`config.mk`:
```
export PLATFORM = sky130hd
export DESIGN_NAME = letter_uart_tx
export DESIGN_NICKNAME = d
export VERILOG_FILES = /design/src/rtl/letter_uart_pkg.sv /design/src/rtl/letter_fifo.sv /design/src/rtl/letter_uart_tx.sv
export SDC_FILE = /design/constraint.sdc
export NUM_CORES = 1
export LEC_CHECK = 0
export ABC_AREA = 1
export CELL_PAD_IN_SITES_DETAIL_PLACEMENT = 2
export CELL_PAD_IN_SITES_GLOBAL_PLACEMENT = 2
export CORE_MARGIN = 4
export CORE_UTILIZATION = 38
export CTS_CLUSTER_DIAMETER = 150
export CTS_CLUSTER_SIZE = 8
export DETAILED_ROUTE_END_ITERATION = 7
export GPL_ROUTABILITY_DRIVEN = 0
export PLACE_DENSITY = 0.82
export SYNTH_ARGS = -nofsm -noshare
export SYNTH_HDL_FRONTEND = slang
export SYNTH_SLANG_ARGS = --single-unit
```
`constraint.sdc`:
```
create_clock -name CLK -period 2.35 [get_ports CLK]
set_input_delay 0.3525 -clock CLK [delete_from_list [all_inputs] [get_ports CLK]]
set_output_delay 0.3525 -clock CLK [all_outputs]
set_load 0.01 [all_outputs]
```
`src/rtl/letter_uart_pkg.sv`:
```
// Shared types and line levels for the letter UART transmitter.
package letter_uart_pkg;

  typedef enum logic [1:0] {IDLE, START, DATA, STOP} state_e;

  localparam int   FRAME_BITS  = 10;
  localparam logic START_LEVEL = 1'b0;
  localparam logic STOP_LEVEL  = 1'b1;
  localparam logic IDLE_LEVEL  = 1'b1;

endpackage

```
`src/rtl/letter_fifo.sv`:
```
// Synchronous letter buffer between the upstream handshake and the serialiser.
module letter_fifo #(
  parameter int DEPTH = 4,
  parameter int W     = 8
) (
  input  logic                   clk_i,
  input  logic                   rst_i,
  input  logic                   push_i,
  input  logic [W-1:0]           push_data_i,
  input  logic                   pop_i,
  output logic [W-1:0]           pop_data_o,
  output logic [$clog2(DEPTH):0] count_o,
  output logic                   full_o,
  output logic                   empty_o
);

  localparam int AW = $clog2(DEPTH);
  localparam logic [AW:0] FULL_CNT = (AW+1)'(DEPTH);

  logic [W-1:0]  mem_q [DEPTH];
  logic [AW-1:0] wr_ptr_q, wr_ptr_d;
  logic [AW-1:0] rd_ptr_q, rd_ptr_d;
  logic [AW:0]   count_q, count_d;
  logic          do_push, do_pop;

  assign full_o     = (count_q == FULL_CNT);
  assign empty_o    = (count_q == '0);
  assign do_push    = push_i && !full_o;
  assign do_pop     = pop_i && !empty_o;
  assign pop_data_o = mem_q[rd_ptr_q];
  assign count_o    = count_q;

  // Pointers are exactly AW bits wide, so wrap is free for power-of-two depths.
  always_comb begin
    wr_ptr_d = wr_ptr_q;
    rd_ptr_d = rd_ptr_q;
    count_d  = count_q;
    if (do_push) wr_ptr_d = wr_ptr_q + 1'b1;
    if (do_pop)  rd_ptr_d = rd_ptr_q + 1'b1;
    case ({do_push, do_pop})
      2'b10:   count_d = count_q + 1'b1;
      2'b01:   count_d = count_q - 1'b1;
      default: count_d = count_q;
    endcase
  end

  always_ff @(posedge clk_i or posedge rst_i) begin
    if (rst_i) begin
      wr_ptr_q <= '0;
      rd_ptr_q <= '0;
      count_q  <= '0;
    end else begin
      wr_ptr_q <= wr_ptr_d;
      rd_ptr_q <= rd_ptr_d;
      count_q  <= count_d;
    end
  end

  always_ff @(posedge clk_i) begin
    if (do_push) mem_q[wr_ptr_q] <= push_data_i;
  end

endmodule

```
`src/rtl/letter_uart_tx.sv`:
```
// Buffers 8-bit letters and sends each as a 10-bit UART frame (start, 8 data LSB-first, stop).
module letter_uart_tx
  import letter_uart_pkg::*;
#(
  parameter int CLKS_PER_BIT = 16,
  parameter int FIFO_DEPTH   = 4,
  parameter int DATA_W       = 8
) (
  input  logic                        CLK,
  input  logic                        RST,
  input  logic                        in_valid,
  input  logic [DATA_W-1:0]           in_data,
  output logic                        in_ready,
  output logic                        tx,
  output logic                        busy,
  output logic                        frame_done,
  output logic [$clog2(FIFO_DEPTH):0] fifo_count
);

  localparam int CW = (CLKS_PER_BIT > 1) ? $clog2(CLKS_PER_BIT) : 1;
  localparam logic [CW-1:0] CNT_MAX  = CW'(CLKS_PER_BIT - 1);
  localparam logic [2:0]    LAST_BIT = 3'(FRAME_BITS - 3);

  state_e              state_q, state_d;
  logic [CW-1:0]       cnt_q, cnt_d;
  logic [2:0]          idx_q, idx_d;
  logic [DATA_W-1:0]   shift_q, shift_d;
  logic                tx_q, tx_d;
  logic                busy_q;
  logic                done_q, done_d;
  logic                tick;
  logic                pop;
  logic                fifo_full, fifo_empty;
  logic [DATA_W-1:0]   pop_data;

  assign in_ready = !fifo_full;

  letter_fifo #(
    .DEPTH(FIFO_DEPTH),
    .W    (DATA_W)
  ) u_fifo (
    .clk_i      (CLK),
    .rst_i      (RST),
    .push_i     (in_valid && in_ready),
    .push_data_i(in_data),
    .pop_i      (pop),
    .pop_data_o (pop_data),
    .count_o    (fifo_count),
    .full_o     (fifo_full),
    .empty_o    (fifo_empty)
  );

  assign tick = (cnt_q == CNT_MAX);

  always_comb begin
    state_d = state_q;
    cnt_d   = cnt_q;
    idx_d   = idx_q;
    shift_d = shift_q;
    pop     = 1'b0;
    done_d  = 1'b0;
    if (state_q != IDLE) cnt_d = tick ? '0 : cnt_q + 1'b1;
    case (state_q)
      IDLE: begin
        cnt_d = '0;
        if (!fifo_empty) begin
          pop     = 1'b1;
          shift_d = pop_data;
          state_d = START;
        end
      end
      START: begin
        if (tick) begin
          state_d = DATA;
          idx_d   = '0;
        end
      end
      DATA: begin
        if (tick) begin
          shift_d = shift_q >> 1;
          idx_d   = idx_q + 1'b1;
          if (idx_q == LAST_BIT) state_d = STOP;
        end
      end
      STOP: begin
        if (tick) begin
          done_d = 1'b1;
          // Chain straight into the next start bit so frames stay contiguous.
          if (!fifo_empty) begin
            pop     = 1'b1;
            shift_d = pop_data;
            state_d = START;
          end else begin
            state_d = IDLE;
          end
        end
      end
      default: state_d = IDLE;
    endcase
  end

  // Line outputs are registered off the current state, so they trail it by one cycle.
  always_comb begin
    case (state_q)
      START:   tx_d = START_LEVEL;
      DATA:    tx_d = shift_q[0];
      STOP:    tx_d = STOP_LEVEL;
      default: tx_d = IDLE_LEVEL;
    endcase
  end

  always_ff @(posedge CLK or posedge RST) begin
    if (RST) begin
      state_q <= IDLE;
      cnt_q   <= '0;
      idx_q   <= '0;
      shift_q <= '0;
      tx_q    <= IDLE_LEVEL;
      busy_q  <= 1'b0;
      done_q  <= 1'b0;
    end else begin
      state_q <= state_d;
      cnt_q   <= cnt_d;
      idx_q   <= idx_d;
      shift_q <= shift_d;
      tx_q    <= tx_d;
      busy_q  <= (state_q != IDLE);
      done_q  <= done_d;
    end
  end

  assign tx         = tx_q;
  assign busy       = busy_q;
  assign frame_done = done_q;

endmodule

```
==> metrics.txt <==
io pins=18; Post-Syn Area=2680 sq um; crit path capture type=flop; initial antenna violation count=0; worst relative slew slack=70.2%; crit path DAT=2.41 ns; synthesis warning total=0; static leakage=1.42 nW; run status=finished, final reports clean; synth unique cells=25; Tightest Pin Transition=0.446 ns; die area=8450 sq um; Mapped Cells=267; CTS tree=built; FF+latch count, synth=59; GRT Overall Usage=16.7%; fin crit share=93.0%; Pins Over Slew Limit=0; worst clock skew=0.00542 ns; Worst R2R End=u_fifo.count_o[2]; post-synth top area share=35.9%; drt wl/cell=16.0 um; final-report setup violation count=0; buffers added on ports=17; hold_buf cts=0; Routed WL=6.42 mm; Synth area leaders=edfxtp_1 36%, dfrtp_1 24%, nand2_1 13%; total vias in the final route=1,939; total core area=6830 sq um; Initial Utilization=39.2%; Fill cells=741; max-cap violation count=0; Final Hold Fails=0; Congestion Overflow GR=0; Period minus WS final=2.19 ns; H-tree depth=3; sequential share of the synthesized area=61.2%; fin util=47.4%; CTS buffer count=9; DRC=0; largest net degree at the start of global routing=28; startpoint types=flop; nets@finish=324; Critical Path RT=2.57 ns; Setup CP Type=reg2reg; share of cells above drive strength 1=14.4%; Routed Antenna Nets=0; most frequent cells in the layout=93 x nand2_1, 32 x edfxtp_1, 30 x nand3_1; die span in x=91.9 um; Reg2Reg Depth=13; first-pass GRT wire length=10.9 mm; Synth-to-Final Area Change=21.1%; start of the worst register-to-register path=cnt_q[0]; Final Power=2.75 mW; worst-path fanout max=4; post-detailed-placement half-perimeter wirelength=4.32 mm; clk root buf=clkbuf_8; antenna fix cells=0; CTS Sinks=59; Clock Path Buffers=2; VDD IR-drop max=0.584 mV; HP Class=in2async; most common cell after layout, fill and taps aside=nand2_1; Syn Area/Cell=10.0 sq um; Worst-Skew Late Latency=0.34 ns; DR pass1 iterations=4; max frequency=0.458 GHz; vias in the first global route=2,190; PwrDens=848 nW/um^2; vias per cell=4.84; First DRT Iteration DRCs=75; Die Y=91.9 um; clk slew on worst S/H paths=0.07 ns; Rows=30; syn_nets=291; register-to-register setup slack=0.16 ns; Synth area leader=edfxtp_1
cells in the mapped netlist, drive strengths merged:
library cell  count
xor2              3
nor2             12
nand3            32
a21oi             5
xnor2             1
nand4             4
o21ai            11
dfstp             1
nand2            95
dfrtp            26
fa                1
ha               12
inv              23
buf               5
o21bai            1
or2               1
o31ai             1
clkbuf            1
edfxtp           32
power by group:
part           switching, mW  total, mW  internal, mW
logic                  0.300      0.494         0.195
clock network          0.440      0.934         0.494
registers             0.0627       1.32          1.26
total                  0.803       2.75          1.95
metal layers:
metal  routed length (um)  GRT usage [%]  share of wire [%]  vias to the layer above
met1                 2810           20.0                 44                      960
met2                 3390           29.7                 53                       23
met4                   68           4.46                1.1                        0
li1                     -              -                  -                      949
met3                  146           4.43                2.3                        7
met5                    0              0                  0                        -
timing repair:
| action | CTS | global route |
|---|---|---|
| pin swaps | 0 | 1 |
| gates resized for setup | 3 | 10 |
| setup buffers | 2 | 1 |
| endpoints found under the setup margin | 1 | 1 |
worst max-delay path, cell delays in order, from the launching register on:
cell	delay (ns)
dfrtp_1	0.39
ha_4	0.16
nand2_1	0.07
nor2_2	0.12
nand2_1	0.10
nand2_2	0.11
nand3_2	0.09
inv_1	0.07
ha_1	0.15
inv_2	0.06
fa_2	0.37
a21oi_2	0.14
o21ai_1	0.08
xor2_1	0.14
final cells by class:
class                           instances  area [sq um]  area share, %
Clock inverter                          7          78.8           2.43
Sequential cell                        59          1640           50.6
Tap cell                               96           120           3.71
Inverter                               23          86.3           2.66
Clock buffer                            9           124           3.82
Multi-Input combinational cell        179           940           29.0
Timing Repair Buffer                   28           253           7.80
kinds of logic (layout without fill, tap and decap cells):
family / count (synthesis) / count (layout) / synth area share [%]
simple gates: 144 / 144 / 22.7
fa+ha+maj: 13 / 13 / 6.36
compound gates: 18 / 18 / 3.55
buf+inv: 29 / 67 / 4.86
xor+xnor: 4 / 4 / 1.31
flops: 59 / 59 / 61.2
metrics by stage:
step | cells | TNS (ns) | setup WS, ns | hold WS [ns] | cell area [sq um]
CTS | 400 | 0 | 0.00646 | 0.384 | 3210
global route | 401 | -0.0375 | -0.0375 | 0.407 | 3240
detailed placement | 382 | -0.0326 | -0.0326 | 0.464 | 2980
finish | 401 | 0 | 0.165 | 0.376 | 3240
global placement | 382 | 0 | 0.120 | 0.443 | 2980
floorplan | 267 | 0 | 0.231 | 0.404 | 2680
state kept, by name, summed over array words and instances, names as in the netlist:
signal           flops
idx_q                3
frame_done           1
u_fifo.mem_q        32
cnt_q                4
u_fifo.rd_ptr_q      2
state_q              2
u_fifo.count_o       3
u_fifo.wr_ptr_q      2
tx                   1
busy                 1
shift_q              8
worst max path at each step:
stage | startpoint | to | slack [ns]
after global placement | cnt_q[0] | u_fifo.count_o[2] | 0.12
after global routing | cnt_q[0] | u_fifo.count_o[2] | -0.04
final | cnt_q[0] | u_fifo.count_o[2] | 0.16
after floorplan | cnt_q[0] | u_fifo.count_o[2] | 0.23
after CTS | cnt_q[1] | u_fifo.count_o[2] | 0.006
after detailed placement | cnt_q[0] | u_fifo.count_o[2] | -0.03
(Power assumes the default switching activity.)
